==> src/rtl/vga_fml_arbiter.sv <==
// rtl/vga_fml_arbiter.sv - shares the FML port between VGA display fetch and CPU access after a power-up holdoff
// Optional ack timeout abort is compiled in with VGA_FML_TIMEOUT_EN.
module vga_fml_arbiter #(
    parameter int fml_depth      = 25,
    parameter int HOLDOFF_CYCLES = 16777215,
    parameter int CPU_MAX_WAIT   = 8,
    parameter int TIMEOUT_CYCLES = 255
) (
    input  logic                 wb_clk_i,
    input  logic                 wb_rst_i,
    input  logic                 disp_stb_i,
    input  logic [fml_depth-1:0] disp_adr_i,
    output logic [15:0]          disp_dat_o,
    output logic                 disp_ack_o,
    input  logic                 cpu_stb_i,
    input  logic                 cpu_we_i,
    input  logic [1:0]           cpu_sel_i,
    input  logic [fml_depth-1:0] cpu_adr_i,
    input  logic [15:0]          cpu_dat_i,
    output logic [15:0]          cpu_dat_o,
    output logic                 cpu_ack_o,
    output logic [fml_depth-1:0] fml_adr,
    output logic                 fml_stb,
    output logic                 fml_we,
    output logic [1:0]           fml_sel,
    output logic [15:0]          fml_do,
    input  logic                 fml_ack,
    input  logic [15:0]          fml_di,
    output logic                 enabled_o,
    output logic                 timeout_o
);
    localparam int HW = (HOLDOFF_CYCLES > 1) ? $clog2(HOLDOFF_CYCLES + 1) : 1;
    localparam int SW = (CPU_MAX_WAIT > 0) ? $clog2(CPU_MAX_WAIT + 1) : 1;

    typedef enum logic [2:0] {S_HOLD, S_IDLE, S_DISP, S_CPU, S_RESP} state_t;

    state_t        state, state_nxt;
    logic [HW-1:0] hold_cnt;
    logic [SW-1:0] starve_cnt;
    logic          resp_cpu;
    logic          busy;
    logic          abort;
    logic          grant_cpu;
    logic          grant_disp;

    assign busy       = (state == S_DISP) || (state == S_CPU);
    // CPU wins when the display is idle or the CPU has been passed over too often
    assign grant_cpu  = cpu_stb_i && (!disp_stb_i || (starve_cnt == SW'(CPU_MAX_WAIT)));
    assign grant_disp = disp_stb_i && !grant_cpu;
    assign disp_ack_o = (state == S_RESP) && !resp_cpu;
    assign cpu_ack_o  = (state == S_RESP) && resp_cpu;

`ifdef VGA_FML_TIMEOUT_EN
    localparam int TW = (TIMEOUT_CYCLES > 1) ? $clog2(TIMEOUT_CYCLES + 1) : 1;
    logic [TW-1:0] tmo_cnt;

    assign abort = busy && !fml_ack && (tmo_cnt == TW'(TIMEOUT_CYCLES - 1));

    always_ff @(posedge wb_clk_i) begin
        if (wb_rst_i || !busy) begin
            tmo_cnt <= '0;
        end else begin
            tmo_cnt <= tmo_cnt + TW'(1);
        end
        if (wb_rst_i) begin
            timeout_o <= 1'b0;
        end else if (abort) begin
            timeout_o <= 1'b1;
        end
    end
`else
    assign abort     = 1'b0;
    assign timeout_o = 1'b0;
`endif

    always_ff @(posedge wb_clk_i) begin
        if (wb_rst_i) begin
            state <= S_HOLD;
        end else begin
            state <= state_nxt;
        end
    end

    always_comb begin
        state_nxt = state;
        case (state)
            S_HOLD: if (hold_cnt <= HW'(1)) state_nxt = S_IDLE;
            S_IDLE: begin
                if (grant_cpu) begin
                    state_nxt = S_CPU;
                end else if (grant_disp) begin
                    state_nxt = S_DISP;
                end
            end
            S_DISP, S_CPU: if (fml_ack || abort) state_nxt = S_RESP;
            S_RESP: state_nxt = S_IDLE;
            default: state_nxt = S_HOLD;
        endcase
    end

    always_ff @(posedge wb_clk_i) begin
        if (wb_rst_i) begin
            hold_cnt   <= HW'(HOLDOFF_CYCLES);
            starve_cnt <= '0;
            resp_cpu   <= 1'b0;
            enabled_o  <= 1'b0;
            fml_adr    <= '0;
            fml_stb    <= 1'b0;
            fml_we     <= 1'b0;
            fml_sel    <= 2'b00;
            fml_do     <= 16'h0000;
            disp_dat_o <= 16'h0000;
            cpu_dat_o  <= 16'h0000;
        end else begin
            case (state)
                S_HOLD: begin
                    if (hold_cnt <= HW'(1)) begin
                        hold_cnt  <= '0;
                        enabled_o <= 1'b1;
                    end else begin
                        hold_cnt <= hold_cnt - HW'(1);
                    end
                end
                S_IDLE: begin
                    if (grant_cpu) begin
                        fml_adr    <= cpu_adr_i;
                        fml_we     <= cpu_we_i;
                        fml_sel    <= cpu_sel_i;
                        fml_do     <= cpu_dat_i;
                        fml_stb    <= 1'b1;
                        resp_cpu   <= 1'b1;
                        starve_cnt <= '0;
                    end else if (grant_disp) begin
                        fml_adr  <= disp_adr_i;
                        fml_we   <= 1'b0;
                        fml_sel  <= 2'b11;
                        fml_do   <= 16'h0000;
                        fml_stb  <= 1'b1;
                        resp_cpu <= 1'b0;
                        if (cpu_stb_i && (starve_cnt != SW'(CPU_MAX_WAIT))) begin
                            starve_cnt <= starve_cnt + SW'(1);
                        end
                    end
                    if (!cpu_stb_i) begin
                        starve_cnt <= '0;
                    end
                end
                S_DISP, S_CPU: begin
                    if (fml_ack || abort) begin
                        fml_stb <= 1'b0;
                        // an aborted read returns all ones so the requester is never left hanging
                        if (!fml_we) begin
                            if (state == S_CPU) begin
                                cpu_dat_o <= fml_ack ? fml_di : 16'hFFFF;
                            end else begin
                                disp_dat_o <= fml_ack ? fml_di : 16'hFFFF;
                            end
                        end
                    end
                end
                default: ;
            endcase
        end
    end
endmodule
==> config.mk <==
export PLATFORM = sky130hd
export DESIGN_NAME = vga_fml_arbiter
export DESIGN_NICKNAME = d
export VERILOG_FILES = /design/src/rtl/vga_fml_arbiter.sv
export SDC_FILE = /design/constraint.sdc
export NUM_CORES = 1
export LEC_CHECK = 0
export CAP_MARGIN = 10
export CORE_MARGIN = 2
export CORE_UTILIZATION = 30
export DETAILED_ROUTE_END_ITERATION = 10
export GPL_TIMING_DRIVEN = 0
export MAX_ROUTING_LAYER = met4
export PLACE_DENSITY_LB_ADDON = 0.2
export SETUP_SLACK_MARGIN = 0.05
export SLEW_MARGIN = 20
export SYNTH_ARGS = -nofsm -noshare
export SYNTH_HDL_FRONTEND = slang
export SYNTH_SLANG_ARGS = --single-unit
==> constraint.sdc <==
create_clock -name wb_clk_i -period 2.2 [get_ports wb_clk_i]
set_clock_uncertainty 0.15 [all_clocks]
set_input_delay 0.33 -clock wb_clk_i [delete_from_list [all_inputs] [get_ports wb_clk_i]]
set_output_delay 0.33 -clock wb_clk_i [all_outputs]
set_load 0.02 [all_outputs]
== Yosys cells after proc, flatten, opt, wreduce, memory -nomap -nowiden ==
Cells that the tools add are included.
Word-level totals
  flip-flop bits (word level): 110
  bits of input ports: 90
  output and inout port bits: 81
Cells by class
  $add $sub $neg: 2
  order comparisons: 1
  eq/ne operators: 11
  muxes and demuxes: 23
  bitwise logic cells: 2
  reductions and logical operators: 20
Operators by type and width (number)
  two-way mux 25 bit: 2
  two-way mux 16 bit: 2
  <= comparator 24 x 1 -> 1 bit, second input constant: 1
  two-way mux 24 bit: 1
  subtractor 24 x 1 -> 24 bit, second input constant: 1
  two-way mux 4 bit: 4
  two-way mux 3 bit: 4
  one-hot mux 3 bit (4 select lines): 1
  AND reduction 3 bit: 3
  AND reduction 4 bit: 2
  equality test 3 x 2 -> 1 bit, second input constant: 2
  two-way mux 1 bit: 6
  inequality test 3 x 1 -> 1 bit, second input constant: 2
  logical AND 1 bit: 5
  adder 4 x 1 -> 4 bit, second input constant: 1
  equality test 4 bit, second input constant: 1
  two-way mux 2 bit: 2
  inequality test 2 bit, second input constant: 2
  inequality test 4 bit, second input constant: 1
  AND reduction 2 bit: 2
  nonzero test 2 bit: 2
  equality test 3 x 1 -> 1 bit, second input constant: 1
  equality test 3 bit, second input constant: 1
  logical NOT 1 bit: 3
  6 further kinds: 7

== Depth between registers and ports, before layout ==
Gate-level depths: netlist of the first run.
  depth after elaboration: 8
  gate-level depth with buffers: 8
  mapped depth without buffers: 7

== Worst setup path before layout of the first run ==
Ideal clock, no wire load.
  kind: flip-flop to flip-flop
  start point: register hold_cnt[18]
  end point: register hold_cnt[3]
  library setup time: 0.122 ns
  arrival time: 1.984 ns
  data required time: 1.928 ns
  path slack: -0.056 ns
  cell stages (with the launch flop): 7
  period minus slack after synthesis: 2.256 ns
  path through: dfxtp_1 > or3_4 > or4b_4 > nor3_4 > buf_6 > nor2_2 > a221o_1
On the way
  cells in the longest elaborated chain, start to end: 2
RTL lines
  from (decl): line 38  | logic [HW-1:0] hold_cnt;
  from (signal assigned): line 103  | hold_cnt <= HW'(HOLDOFF_CYCLES);
  from (signal assigned): line 121  | hold_cnt <= hold_cnt - HW'(1);
  <= comparator 24 x 1 -> 1 bit: line 117  | if (hold_cnt <= HW'(1)) begin
  two-way mux 24 bit: line 117
Every way passes these cells.
A chain may end at the register's enable or synchronous reset.

== Final worst setup path of the first run ==
Ends and elaborated chain as after synthesis.

==> results of run 1 <==
-- registers in the layout, indices dropped and copies added, names as in the netlist --
register and cells:
starve_cnt 4, cpu_dat_o 16, disp_dat_o 16, hold_cnt 24, fml_we 1, state 3, fml_sel 2, enabled_o 1
fml_stb 1, fml_adr 25, fml_do 16, resp_cpu 1
-- kinds of logic (layout without fill, tap and decap cells) --
logic type	after synthesis	in the layout
AO/OA/AOI/OAI	148	148
other	1	1
XOR/XNOR	17	17
flip-flops	110	110
adder cells (fa/ha/maj)	4	4
buffers and inverters	48	248
AND/OR/NAND/NOR	234	234
-- power groups by stage --
stage | combinational [W] | clock (W) | sequential, W
after floorplan | 0.0000791 | 0 | 0.00205
after global placement | 0.000274 | 0 | 0.00205
after detailed placement | 0.000279 | 0 | 0.00205
after CTS | 0.000288 | 0.00166 | 0.00200
after global routing | 0.000318 | 0.00176 | 0.00201
final | 0.000294 | 0.00163 | 0.00200
-- worst max path at each step --
stage	from	depth (start not counted)	slack [ns]	endpoint
5_1_grt	hold_cnt[18]	6	-0.09	hold_cnt[3]
4_1_cts	hold_cnt[18]	6	-0.009	hold_cnt[8]
3_5_place_dp	cpu_stb_i	6	-0.42	fml_do[2]
2_1_floorplan	hold_cnt[18]	6	0.02	hold_cnt[3]
6_report	hold_cnt[18]	6	-0.02	hold_cnt[3]
3_3_place_gp	cpu_stb_i	6	-0.35	fml_do[13]
-- worst max-delay path, stage by stage (launching register included) --
cell and delay, ns:
dfxtp_2 0.33, or3_4 0.38, or4b_4 0.53, nor3_4 0.21
buf_6 0.17, nor2_2 0.05, a221o_1 0.30
-- layout make-up --
cell class	instances	area [um^2]
fill	1440	7560
clock buffer	12	267
timing repair buffer	188	1840
clock inverter	4	28.8
buffer	37	183
sequential	110	2210
multi-input combinational	404	2300
tap	184	230
inverter	7	26.3
-- timing repair --
| item | CTS | global route |
|---|---|---|
| buffers inserted | 10 | 7 |
| endpoints found under the setup margin | 91 | 80 |
| resized for setup | 45 | 45 |
| pin swaps | 11 | 13 |
| cloned | 2 | 0 |
-- cell usage in the layout, fill, tap and decap left out, types with 3 or more instances in the layout --
cell             netlist  layout
clkdlybuf4s50_1        0     167
nand2_1              144     144
dfxtp_1              110     103
a21oi_1               59      58
o21ai_0               42      28
a31oi_1               25      25
nand3_1               20      20
buf_4                  2      18
nor2_1                18      17
clkbuf_1              36      16
clkbuf_2               0      16
o21ai_2                0      13
xnor2_1               12      12
clkbuf_16              0       9
dfxtp_2                0       7
inv_1                  7       6
nand4_1                6       6
o21ai_1                5       6
nor4_4                 1       5
nor3_1                 7       5
buf_6                  1       5
and2_1                 5       5
nor4_1                 8       5
xor2_1                 5       5
or3_1                  4       4
or4_1                  4       4
o31ai_1                3       3
nor2b_1                3       3
a32oi_1                3       3
ha_1                   4       3
clkbuf_8               0       3
-- metal layers --
metal  up-vias  global-route usage  wire length [um]
li1       2338                   -                 -
met1      2177               0.219              6320
met2       135               0.310              7200
met3        19              0.0477               928
met4         0              0.0672               318
met5         -                   -                 0
-- per-stage QoR --
step,utilization,cells
2_1_floorplan,-,562
3_3_place_gp,0.440,915
3_5_place_dp,0.440,915
4_1_cts,0.474,940
5_1_grt,0.484,946
6_report,0.484,946
==> metrics, run 1 <==
status complete, but fails checks; violated checks setup timing; post-synthesis compound-gate area fraction 0.184; crit path DAT 2.31 ns; root buffer cell clkbuf_16; top-area cell type share of the netlist area 0.487; Comb pwr share 0.075; #FFs+latches synth 110; total power 0.00393 W; nets 851; Netlist cell types 47; Num CTS Buffers 9; nature of the critical path endpoint flop; Vias/cell 4.94; Final WS setup -0.0200 ns; worst flop-to-flop path startpoint hold_cnt[18]; Routed wire per std cell 15.6 um; final period utilization 1.01; leading area contributor after synthesis dfxtp_1; drc violations 0; number of hold buffers added after cts 0; total negative slack -0.0373 ns; post-synth design cell area 4520 um^2; PwrDens 554 nW/um^2; worst-path maximum fanout 5; Min Hold Slack 0.307 ns; syn nets 656; Synth top cells by count 144 x nand2_1, 110 x dfxtp_1, 59 x a21oi_1; Synth area leaders dfxtp_1 49%, nand2_1 12%, a21oi_1 6.5%, o21ai_0 4.6%, a31oi_1 3.5%; largest net degree at the start of global routing 18; Hold Fails Final Rpt 0; Mapped Cells 562; Switch Pwr 0.000892 W; htree depth 3; internal power 0.00304 W; Slew @ Worst Pin 0.603 ns; die height 127 um; cell area after placement 6450 um^2; slack of the worst reg-to-reg path -0.02 ns; die width 127 um; Data required, critical path 2.29 ns; hold path endpoint disp_dat_o[1]; sequential share of power 0.510; async set-reset flop share out of synthesis 0; post-synthesis xor/xnor area fraction 0.0329; DRT Pass-1 Iters 4; Starting DRT DRC Count 239; P_leak 2.53 nW; fin. max-slew vios 0; Die ar. 16100 um^2; CP startpoint kind flop; vias in the first global route 4835; Max-Cap Viols 0; register area share after synthesis 0.487; number of diodes 0; FP Rows 44; adder-cell share of the synthesized area 0.0111; Post-DP HPWL 10.7 mm; via count 4669; Setup CP Type reg2reg; R2R cell count 6; TritonCTS clock tree done; first-pass GRT wire length 23.6 mm; RSZ-0062 raised after global routing yes; mux contribution to synthesized area 0; Total GRT Usage 0.187; worst hold path stage count 2; Sw Share 0.227; PortBufs 169; io pins 171; Post-Synth Simple-Gate Area 0.241; Initial Util 0.309; Mean Syn Cell Area 8.05 um^2; Worst VDD drop 0.000367 V; Place WS -0.420 ns; YS warnings 0; FMAX 450 MHz; most frequent cell after synthesis nand2_1; worst-skew pair later-pin latency 0.35 ns; Clock Power Share 0.415; Reg2Reg Capture Point hold_cnt[3]; final setup fails 2; largest family of logic cells by synthesized area simple AND/OR/NAND/NOR gates; design area 7090 um^2; Final min period 2.22 ns; Layout area overhead 56.6%; Post-synth EDFFs 0; CTS Buffer Depth 2; Max transition margin 0.598; routability cong. 0.843; share of layout cells above drive strength 1 0.127; clock tree sinks 110; hold_sp disp_dat_o[1]; CTS clock-pin slew for the worst setup and hold paths 0.07 ns; class of the worst hold path reg2reg; post-route ant nets 0; initial antenna violation count 0; global route overflow 0; core area 14600 um^2; Primary FF master, synth dfxtp_1; Routed WL 14.8 mm
No activity file was read; power rests on OpenSTA's default activity.
==> run 2: changes to the inputs <==
--- a/config.mk
+++ b/config.mk
@@ -10,10 +10,10 @@
 export CORE_UTILIZATION = 30
 export DETAILED_ROUTE_END_ITERATION = 10
 export GPL_TIMING_DRIVEN = 0
+export HOLD_SLACK_MARGIN = 0.08
 export MAX_ROUTING_LAYER = met4
 export PLACE_DENSITY_LB_ADDON = 0.2
 export SETUP_SLACK_MARGIN = 0.05
-export SLEW_MARGIN = 20
 export SYNTH_ARGS = -nofsm -noshare
 export SYNTH_HDL_FRONTEND = slang
 export SYNTH_SLANG_ARGS = --single-unit
==> results of run 2 <==
The final DEF is identical to that of run 1; final timing and power are the same.
==> run 3: changes to the inputs <==
--- a/config.mk
+++ b/config.mk
@@ -7,10 +7,10 @@
 export LEC_CHECK = 0
 export CAP_MARGIN = 10
 export CORE_MARGIN = 2
-export CORE_UTILIZATION = 30
+export CORE_UTILIZATION = 40
 export DETAILED_ROUTE_END_ITERATION = 10
 export GPL_TIMING_DRIVEN = 0
-export HOLD_SLACK_MARGIN = 0.08
+export HOLD_SLACK_MARGIN = 0.1
 export MAX_ROUTING_LAYER = met4
 export PLACE_DENSITY_LB_ADDON = 0.2
 export SETUP_SLACK_MARGIN = 0.05
==> metrics, run 3 (same netlist as run 1, synthesis figures left out) <==
status complete, but fails checks; violated checks setup timing; total power 0.00395 W; Slew @ Worst Pin 0.598 ns; R2R cell count 6; Reg2Reg Capture Point hold_cnt[3]; most common cell after layout, fill and taps aside clkdlybuf4s50_1; Vias/cell 5.27; share of layout cells above drive strength 1 0.114; PortBufs 169; Die ar. 12200 um^2; first-pass GRT wire length 21.7 mm; slack of the worst reg-to-reg path -0.01 ns; Initial Util 0.414; Data required, critical path 2.29 ns; CP startpoint kind flop; drc violations 0; Total GRT Usage 0.235; fin. max-slew vios 0; Max-Cap Viols 0; class of the worst hold path reg2reg; Final WS setup -0.0108 ns; commonest cells after routing, fill and taps aside 167 x clkdlybuf4s50_1, 144 x nand2_1, 105 x dfxtp_1; Hold Fails Final Rpt 0; initial antenna violation count 0; io pins 171; Most flops, register fml_adr; crit path DAT 2.30 ns; cell area after placement 6390 um^2; DRT Pass-1 Iters 4; Min Hold Slack 0.304 ns; final period utilization 1.00; Num CTS Buffers 9; vias in the first global route 4605; worst-path maximum fanout 9; max reg flops 25; nature of the critical path endpoint flop; Place WS -0.306 ns; nets 842; Final min period 2.21 ns; die width 110 um; largest net degree at the start of global routing 19; FMAX 452 MHz; routability cong. 0.849; Largest regs fml_adr (25), hold_cnt (24); Worst VDD drop 0.000605 V; Starting DRT DRC Count 231; RSZ-0062 raised after global routing yes; final setup fails 4; root buffer cell clkbuf_16; clock tree sinks 110; die height 110 um; Post-DP HPWL 10.0 mm; htree depth 3; core area 10900 um^2; design area 6940 um^2; global route overflow 0; number of diodes 0; TritonCTS clock tree done; post-route ant nets 0; Layout area overhead 53.5%; hold_sp cpu_dat_o[1]; via count 4710; FP Rows 38; PwrDens 569 nW/um^2; worst hold path stage count 2; hold path endpoint cpu_dat_o[1]; worst flop-to-flop path startpoint hold_cnt[18]; Routed wire per std cell 15.7 um; CTS clock-pin slew for the worst setup and hold paths 0.08 ns; Max transition margin 0.601; Routed WL 14.1 mm; Setup CP Type reg2reg; CTS Buffer Depth 2; P_leak 2.45 nW; worst-skew pair later-pin latency 0.35 ns
run 3: cell count changes in the layout (fill, tap and decap cells not counted), sizes merged:
cell      change
clkbuf        -4
clkinvlp      +1
bufinv        +1
inv           +1
buf           -8
run 3: per-stage QoR:
stage / util / std cells / TNS, ns
5_1_grt: 0.635 / 893 / -0.641
3_3_place_gp: 0.585 / 871 / -13.53
4_1_cts: 0.624 / 893 / 0
6_report: 0.635 / 893 / -0.0197
2_1_floorplan: - / 562 / 0
3_5_place_dp: 0.585 / 871 / -15.64
run 3: power breakdown:
group	leakage (nW)	internal, W	total [W]	switching [W]
combinational	1.42	0.000172	0.000287	0.000115
clock	0.142	0.000888	0.00166	0.000773
sequential	0.887	0.00199	0.00200	0.00000954
run 3: area by class of cell:
class | instances | area, um^2
buffer | 36 | 179
clock buffer | 9 | 225
clock inverter | 7 | 72.6
fill | 959 | 3990
inverter | 7 | 26.3
multi-input combinational | 404 | 2280
sequential | 110 | 2210
tap | 140 | 175
timing repair buffer | 180 | 1780
run 3: timing repair:
item,CTS,global route
hold buffers,0,0
pin swaps,6,10
cloned,1,0
resized for setup,32,51
endpoints found under the setup margin,83,83
buffers inserted,8,2
run 3: metal layers:
metal,GRT usage,vias to the layer above,share of wire
met2,0.390,141,0.50
met4,0.0688,0,0.017
met3,0.0676,23,0.055
met1,0.280,2225,0.43
li1,-,2321,-
met5,-,-,0
run 3: critical path, cell delays in order, from the launching register on:
cell     delay (ns)
dfxtp_2        0.32
or3_4          0.38
or4b_4         0.53
nor3_4         0.17
buf_6          0.16
nor2_2         0.05
a221o_1        0.33
run 3: worst max path at each step:
stage / start / end / slack (ns) / cells after the start
6_report: hold_cnt[18] / hold_cnt[3] / -0.01 / 6
3_5_place_dp: hold_cnt[0] / hold_cnt[21] / -0.31 / 5
5_1_grt: hold_cnt[4] / hold_cnt[8] / -0.07 / 6
3_3_place_gp: fml_ack / disp_dat_o[9] / -0.27 / 6
4_1_cts: hold_cnt[18] / hold_cnt[3] / 0.01 / 6
2_1_floorplan: hold_cnt[18] / hold_cnt[3] / 0.02 / 6
